[config.mk]
export PLATFORM = sky130hd
export DESIGN_NAME = seq_csel_subtractor
export DESIGN_NICKNAME = d
export VERILOG_FILES = /design/src/rtl/seq_csel_subtractor.sv
export SDC_FILE = /design/constraint.sdc
export NUM_CORES = 1
export LEC_CHECK = 0
export BUFFER_PORTS_ARGS = -buffer_cell sky130_fd_sc_hd__buf_2
export CORE_UTILIZATION = 51
export DETAILED_ROUTE_END_ITERATION = 6
export PLACE_DENSITY_LB_ADDON = 0.05
export SLEW_MARGIN = 20
export SYNTH_ARGS = -nofsm -noshare
export SYNTH_HDL_FRONTEND = slang
export SYNTH_SLANG_ARGS = --single-unit
[constraint.sdc]
create_clock -name clk -period 3.7 [get_ports clk]
set_input_delay 0.925 -clock clk [delete_from_list [all_inputs] [get_ports clk]]
set_output_delay 0.925 -clock clk [all_outputs]
set_load 0.05 [all_outputs]
[src/rtl/seq_csel_subtractor.sv]
// Multi-cycle carry-select subtractor: diff = a - b - bin, one SEG-bit segment per clock.
// Each segment computes both borrow-in candidates; the registered borrow picks one.
module seq_csel_subtractor #(
  parameter int WIDTH = 32,
  parameter int SEG   = 8
) (
  input  logic             clk,
  input  logic             rst_n,
  input  logic             start,
  input  logic [WIDTH-1:0] a,
  input  logic [WIDTH-1:0] b,
  input  logic             bin,
  output logic             busy,
  output logic             done,
  output logic [WIDTH-1:0] diff,
  output logic             bout,
  output logic             ovf
);

  localparam int NSEG  = WIDTH / SEG;
  localparam int SEG_W = (NSEG > 1) ? $clog2(NSEG) : 1;
  localparam logic [SEG_W-1:0] LAST_SEG = SEG_W'(NSEG - 1);

  localparam logic [1:0] S_IDLE = 2'd0;
  localparam logic [1:0] S_RUN  = 2'd1;
  localparam logic [1:0] S_DONE = 2'd2;

  logic [1:0]       state_q, state_d;
  logic [WIDTH-1:0] a_q, a_d, b_q, b_d;
  logic [WIDTH-1:0] work_q, work_d;
  logic [WIDTH-1:0] diff_q, diff_d;
  logic [SEG_W-1:0] seg_q, seg_d;
  logic             borrow_q, borrow_d;
  logic             bout_q, bout_d;
  logic             ovf_q, ovf_d;
  logic             done_q, done_d;

  // Segment views of the latched operands, indexed by the running segment counter.
  logic [SEG-1:0] a_segs [NSEG];
  logic [SEG-1:0] b_segs [NSEG];

  genvar gi;
  generate
    for (gi = 0; gi < NSEG; gi++) begin : g_seg
      assign a_segs[gi] = a_q[gi*SEG +: SEG];
      assign b_segs[gi] = b_q[gi*SEG +: SEG];
    end
  endgenerate

  logic [SEG-1:0] a_k, b_k;
  logic [SEG:0]   cand0, cand1, sel;

  always_comb begin
    a_k   = a_segs[seg_q];
    b_k   = b_segs[seg_q];
    // The extra MSB of each candidate is the borrow out of this segment.
    cand0 = {1'b0, a_k} - {1'b0, b_k};
    cand1 = {1'b0, a_k} - {1'b0, b_k} - {{SEG{1'b0}}, 1'b1};
    sel   = borrow_q ? cand1 : cand0;
  end

  always_comb begin
    state_d  = state_q;
    a_d      = a_q;
    b_d      = b_q;
    work_d   = work_q;
    seg_d    = seg_q;
    borrow_d = borrow_q;
    diff_d   = diff_q;
    bout_d   = bout_q;
    ovf_d    = ovf_q;
    done_d   = 1'b0;
    case (state_q)
      S_IDLE: begin
        if (start) begin
          a_d      = a;
          b_d      = b;
          bin_load();
          state_d  = S_RUN;
        end
      end
      S_RUN: begin
        for (int i = 0; i < NSEG; i++) begin
          if (seg_q == SEG_W'(i)) work_d[i*SEG +: SEG] = sel[SEG-1:0];
        end
        borrow_d = sel[SEG];
        if (seg_q == LAST_SEG) state_d = S_DONE;
        else                   seg_d   = seg_q + 1'b1;
      end
      S_DONE: begin
        diff_d  = work_q;
        bout_d  = borrow_q;
        ovf_d   = (a_q[WIDTH-1] != b_q[WIDTH-1]) && (work_q[WIDTH-1] != a_q[WIDTH-1]);
        done_d  = 1'b1;
        state_d = S_IDLE;
      end
      default: state_d = S_IDLE;
    endcase
  end

  // Accept-time initialisation of the working registers.
  function automatic void bin_load();
    seg_d    = '0;
    work_d   = '0;
    borrow_d = bin;
  endfunction

  always_ff @(posedge clk or negedge rst_n) begin
    if (!rst_n) begin
      state_q  <= S_IDLE;
      a_q      <= '0;
      b_q      <= '0;
      work_q   <= '0;
      seg_q    <= '0;
      borrow_q <= 1'b0;
      diff_q   <= '0;
      bout_q   <= 1'b0;
      ovf_q    <= 1'b0;
      done_q   <= 1'b0;
    end else begin
      state_q  <= state_d;
      a_q      <= a_d;
      b_q      <= b_d;
      work_q   <= work_d;
      seg_q    <= seg_d;
      borrow_q <= borrow_d;
      diff_q   <= diff_d;
      bout_q   <= bout_d;
      ovf_q    <= ovf_d;
      done_q   <= done_d;
    end
  end

  assign busy = (state_q != S_IDLE);
  assign done = done_q;
  assign diff = diff_q;
  assign bout = bout_q;
  assign ovf  = ovf_q;

endmodule

; ---- Word level (Yosys, flattened, before mapping)
; Cells that the tools add are included.
[totals]
reg_bits = 136
input_bits = 68
out_inout_bits = 36
word_cells = 66
[classes]
add_sub_neg = 3
magnitude_cmp = 1
eq_ne = 13
n_mux = 22
n_bitwise = 1
reduce_logical = 13
[ops]
columns = op, count
row1 = $mux W8, 8
row2 = $pmux W32 S2, 1
row3 = $bmux W8 S2, 2
row4 = $mux W32, 1
row5 = $reduce_and A3 Y1, 5
row6 = $ne A2 B2 Y1 const B, 6
row7 = $mux W9, 1
row8 = $sub A8 B8 Y9, 1
row9 = $sub A9 B1 Y9 const B, 1
row10 = $mux W2, 4
row11 = $pmux W2 S2, 2
row12 = $eq A2 B2 Y1 const B, 3
row13 = $reduce_and A2 Y1, 3
row14 = $eq A2 B1 Y1 const B, 2
row15 = $logic_not A2 Y1, 2
row16 = $reduce_bool A2 Y1, 2
row17 = $ge A3 B3 Y1 const B, 1
row18 = $not A2 Y3, 1
row19 = $add A2 B1 Y2 const B, 1
row20 = $mux W1, 2
row21 = $ne A1 B1 Y1, 2
row22 = $pmux W1 S2, 1
row23 = $logic_and A1 B1 Y1, 1

; ---- Logic depth before layout (Yosys ltp)
; Gate-level depths: netlist of run 1.
[logic_depth]
depth_word = 9
ltp_mapped = 14
depth_no_buf = 13

; ---- Worst setup path before layout of run 1
; Ideal clock, no wire load.
[synth_timing]
path_type = register -> register
from = reg seg_q[0]
to = reg work_q[7]
setup_ps = 76
arrival_ps = 3794
required_time_ps = 3624
slack_ps = -171
path_stages_with_launch = 11
n_path_buf = 2
period_less_slack_ps = 3871
cell_sequence = dfrtp_1 -> buf_2 -> buf_1 -> mux4_2 -> fa_1 -> a21o_1 -> a221oi_4 -> xnor2_1 -> or4_4 -> xnor3_2 -> o21ai_1
[synth_via]
elab_chain_cells = 9
[synth_rtl]
columns = item, line
row1 = start: declaration, 32  ; logic [SEG_W-1:0] seg_q, seg_d;
row2 = start signal: assignment, 125  ; seg_q <= seg_d;
row3 = $not A2 Y3 (not written as such), "54, 55"
row4 = "$bmux W8 S2, on equally long branches", "54, 55"
row5 = "$mux W8, on equally long branches (2 in a row)", "54, 55"
row6 = $sub A8 B8 Y9, "57, 58"
row7 = $sub A9 B1 Y9, 58  ; cand1 = {1'b0, a_k} - {1'b0, b_k} - {{SEG{1'b0}}, 1'b1};
row8 = $mux W9, 59  ; sel = borrow_q ? cand1 : cand0;
row9 = $mux W8, 84  ; if (seg_q == SEG_W'(i)) work_d[i*SEG +: SEG] = sel[SEG-1:0];
row10 = $pmux W32 S2, 73  ; case (state_q)
row11 = end signal: assignment, 124  ; work_q <= work_d;
row12 = end: declaration, 30  ; logic [WIDTH-1:0] work_q, work_d;
; Several ways; a longest one is shown, not always the timed one. The select of a mux whose other input is x is not followed.
; A chain may end at the register's enable or synchronous reset.

; ---- Worst setup path in the final report of run 1
[layout_timing]
from = reg seg_q[0]
to = reg work_q[23]
; Same word-level chain as after synthesis.

==> flow_summary.toml, run 1 <==
[outcome]
outcome = "finished, violations left"
violations = "DRC"

[timing]
worstMarginPinSlew_ns = 0.818
holdWs_ns = 0.479
setup_tns_ns = 0
hold_viol = 0
rsz0062_at_grt = "no"
setup_viol = 0
fin_skew_ns = 0.00573
slew_violations = 0
period_share_pct = 94.1
fmax_mhz = 287
finalCriticalPeriod_ns = 3.48
slew_headroom_pct = 45.2
finalWorstSetupSlack_ns = 0.219

[global_routing]
grt_pass1_vias = 4172
gr-total-overflow = 0
antenna_found_initial = 0
grt_usage_pct = 22.2
grt_first_pass_wirelength_mm = 21.2
grt_max_degree = 80

[routing]
ant_nets = 0
drt-total-wl_mm = 12.4
drtIter0Drc = 197
firstDrtPassIters = 7
vias = 3992
routedWlPerCell_um = 16.9
viasPerCell = 5.47
drc = 11

[clock_tree]
clk_latency_ns = 0.42
h-tree-depth = 4
clk_path_buf_depth = 2
clock-sinks = 136
cts_buffers = 17
clkTransAtPathRegs_ns = 0.06
cts_tree = "built"
cts_root_buf = "clkbuf_16"

[placed_design]
portBuffers = 103
dp_hpwl_mm = 9.03
gp_congestion = 0.870
place_inst = 698
dp_slack_ns = 0.197

[logic_synthesis]
synth_area_leaders = "dfrtp_1 (56%), mux2_2 (18%), mux4_2 (5.9%)"
seq_area_frac_synth_pct = 55.5
ys_ff_latch = 136
netlist_area_um2 = 6130
ys_types = 44
synthFlopType = "dfrtp_1"
async_flop_share_pct = 100
synth_top_cell_area_share_pct = 55.5
synth_edf_count = 0
yosysWarnings = 0
yosysTopAreaCell = "dfrtp_1"
netlist_instances = 460
postSynthAreaPerCell_um2 = 13.3
synth_fp_nets = 542

[worst_setup_path]
cp_slowest_cell = "mux4_2"
path_delay_family = "compound AO/OA/AOI/OAI gates"
critPathKind = "reg -> reg"
crit_arrival_ns = 3.82
max_stage_delay_ns = 0.52
start_kind = "register"
worstSetupEndpointType = "register"
path_common_cell = "inv_1"
path_buf_inv = 2
crit_required_ns = 4.04
path_cells = "mux4_2, inv_1, ha_1, inv_1, fa_1, a21o_1, a221oi_4, xnor2_1, or4_4, xnor3_2, o21ai_1"
cp_max_fo = 4

[die]
die_h_um = 112
dieWidth_um = 112
die_area_um2 = 12500
num_rows = 39
coreArea_um2 = 11600
start_util_pct = 53.0
num_io_pins = 104

[cells_and_area]
multiInputGateArea_um2 = 2570
final_cell_mix = "dfrtp_1 (136), buf_2 (102), mux2_2 (100), nand2_1 (33), o21ai_0 (24)"
nets = 656
synthToLayoutAreaGrowth_pct = 21.3
antenna_cells = 0
layout_commonest_cell = "dfrtp_1"
n_fill_cell = 934
seqCellArea_um2 = 3400
fin_cells = 730
final_layout_size_suffix_gt1_share_pct = 45.5

[worst_hold_path]
hold_path_class = "reg -> reg"

[job]
cap_violations = 0
worst register-to-register path: cells and delay by family, from the launching register on:
kind / cells / cell delay, ns
adder cells (fa/ha/maj): 2 / 0.58
XOR/XNOR: 2 / 0.57
flip-flops: 1 / 0.44
multiplexers: 1 / 0.52
AO/OA/AOI/OAI: 3 / 0.67
AND/OR/NAND/NOR: 1 / 0.50
buffers and inverters: 2 / 0.13
path summary, 6_finish.rpt:
check	start	endpoint	slack, ns	cells after the start
setup reg to reg	seg_q[0]	work_q[23]	0.22	11
max in group asynchronous	rst_n	b_q[14]	2.41	2
min in group asynchronous	rst_n	diff[19]	0.53	1
hold / removal	diff[20]	diff[20]	0.48	2
hold reg to reg	diff[20]	diff[20]	0.48	2
setup / recovery	seg_q[0]	work_q[23]	0.22	11
layout make-up:
class / instances / area share (%)
multi-input cells: 282 / 34.6
flip-flops and latches: 136 / 45.8
clock inverters: 8 / 1.30
inverters: 21 / 1.06
repair buffers: 116 / 8.55
clock buffers: 24 / 6.35
well taps: 143 / 2.41
flip-flops by register name, summed over array words and instances, names as in the netlist:
name / count
state_q: 2
b_q: 32
bout: 1
done: 1
seg_q: 2
a_q: 32
work_q: 32
diff: 32
ovf: 1
borrow_q: 1
timing repair:
item,in CTS,in global routing
resized for setup,0,2
hold endpoints to repair,0,0
buffers inserted,0,0
endpoints found under the setup margin,0,4
hold buffers,0,0
layer usage:
layer | track usage, % | vias up | routed length (um)
li1 | - | 1881 | -
met2 | 35.3 | 106 | 5970
met5 | 0 | - | 0
met3 | 5.39 | 25 | 535
met1 | 28.8 | 1980 | 5520
met4 | 10.5 | 0 | 346
cell families (layout without fill, tap and decap cells):
logic type | count (synthesis) | after routing | share of synthesized area [%]
muxes | 116 | 116 | 24.2
buffers and inverters | 42 | 169 | 2.71
DFF | 136 | 136 | 55.5
and+or+nand+nor | 71 | 71 | 5.35
xor gates and xnor gates | 9 | 9 | 1.53
adders and majority gates | 14 | 14 | 2.98
AOI/OAI and AO/OA | 72 | 72 | 7.65
synthesized netlist by cell type, types with 2 or more instances:
cell,n
o21ai_0,24
a21o_1,4
nand3_1,3
and3_1,2
o31ai_1,6
clkbuf_1,17
dfrtp_1,136
or2_2,2
mux2_2,100
xor2_1,4
nor3_1,3
nor2_1,17
inv_1,21
nor2b_1,3
a21oi_1,15
o21bai_1,2
xnor2_1,4
nand2b_1,2
nand2_1,33
mux4_2,16
buf_1,2
o22ai_1,3
a211oi_1,3
ha_1,13
a32o_1,3
o21ai_1,4
stage by stage:
step           utilization (%)  area [um^2]
3_5_place_dp              59.3         6860
3_3_place_gp              59.3         6860
5_1_grt                   64.3         7430
6_report                  64.3         7430
4_1_cts                   64.2         7430
2_1_floorplan                -         6130
Power of run 1 is not shown: default switching activity piles up to over one toggle a cycle in this logic, so the estimate is an artifact.
==> run 2: changes to the inputs <==
CORE_ASPECT_RATIO = 0.75   (was default)
==> flow_summary.toml, run 2 (synthesis gave the netlist of run 1 again) <==
[routing]
routedWlPerCell_um = 17.8
drt-total-wl_mm = 13.3
drc = 0
firstDrtPassIters = 4
ant_nets = 0
vias = 4039
drtIter0Drc = 220
viasPerCell = 5.41

[timing]
hold_viol = 0
worstMarginPinSlew_ns = 0.921
rsz0062_at_grt = "no"
period_share_pct = 93.5
fin_skew_ns = 0.00618
fmax_mhz = 289
setup_tns_ns = 0
setup_viol = 0
slew_violations = 0
slew_headroom_pct = 38.4
finalCriticalPeriod_ns = 3.46

[clock_tree]
clk_latency_ns = 0.41
cts_setup_buffers = 0
cts_buffers = 17
clock-sinks = 136
clk_path_buf_depth = 2
ctsHoldBuffers = 0
h-tree-depth = 4
cts_tree = "built"
cts_root_buf = "clkbuf_16"
clkTransAtPathRegs_ns = 0.06
cts_resized = 0

[cells_and_area]
final_layout_size_suffix_gt1_share_pct = 46.1
nets = 655
final_util_pct = 64.3
synthToLayoutAreaGrowth_pct = 22.3
n_fill_cell = 945
antenna_cells = 0
final_cell_area_um2 = 7500
final_cell_mix = "dfrtp_1 (136), buf_2 (102), mux2_2 (100), nand2_1 (33), o21ai_0 (24)"
layout_commonest_cell = "dfrtp_1"

[placed_design]
portBuffers = 103
gp_congestion = 0.881
dp_hpwl_mm = 9.74
detailed_place.area_um2 = 6880

[die]
num_io_pins = 104
coreArea_um2 = 11700
num_rows = 34
dieWidth_um = 129
die_h_um = 96.9
die_area_um2 = 12500
start_util_pct = 52.6

[job]
cap_violations = 0

[worst_setup_path]
crit_required_ns = 4.04
path_buf_inv = 1
worstSetupStartpoint = "seg_q[0]"
max_stage_delay_ns = 0.53
path_cells = "buf_4, mux4_2, ha_1, a21o_1, a221oi_4, xnor2_1, or4_4, xnor3_2, o21ai_1"
cp_slowest_cell = "mux4_2"
cp_max_fo = 11
crit_arrival_ns = 3.80
worstSetupEndpointType = "register"
path_delay_family = "compound AO/OA/AOI/OAI gates"
start_kind = "register"
critPathKind = "reg -> reg"
r2r_start = "seg_q[0]"

[global_routing]
gr-total-overflow = 0
grt_first_pass_wirelength_mm = 22.1
grt_pass1_vias = 4156
grt_max_degree = 79
grt_usage_pct = 23.7
antenna_found_initial = 0

[outcome]
outcome = "completed"

[worst_hold_path]
hold_path_class = "in -> async"
## run 2: area by class of cell
class | count | area, um^2 | share of cell area (%)
tap | 162 | 203 | 2.70
sequential | 136 | 3400 | 45.4
clock inverter | 7 | 116 | 1.55
inverter | 21 | 78.8 | 1.05
multi-input combinational | 282 | 2570 | 34.3
clock buffer | 23 | 498 | 6.64
timing repair buffer | 115 | 624 | 8.33
## run 2: final timing paths
kind / to / slack (ns) / depth (start not counted)
min reg2reg: diff[20] / 0.48 / 2
min: a_q[5] / 0.47 / 1
max: work_q[7] / 0.24 / 9
max in group asynchronous: diff[27] / 2.43 / 2
max reg2reg: work_q[7] / 0.24 / 9
min in group clk: diff[20] / 0.48 / 2
## run 2: per-layer routing
metal	global-route usage, %	vias up	wire length, um
met5	0	-	0
li1	-	1889	-
met2	31.2	120	5450
met1	37.0	2020	6820
met3	6.69	10	859
met4	8.14	0	128
## run 2: worst reg2reg max path, delay by kind of cell, from the launching register on
family          cells  cell delay [ns]
flops               1             0.38
simple gates        1             0.49
fa+ha+maj           1             0.40
compound gates      3             0.80
xor+xnor            2             0.56
buf+inv             1             0.24
mux                 1             0.53
## run 2: through the flow
step	hold slack [ns]	std cells	setup slack [ns]
after floorplan	0.445	460	0.0649
after global placement	0.465	716	0.247
after detailed placement	0.467	716	0.139
after CTS	0.479	746	0.150
after global routing	0.504	746	0.0478
final	0.466	746	0.240
Power of run 2 is left out for the same reason.
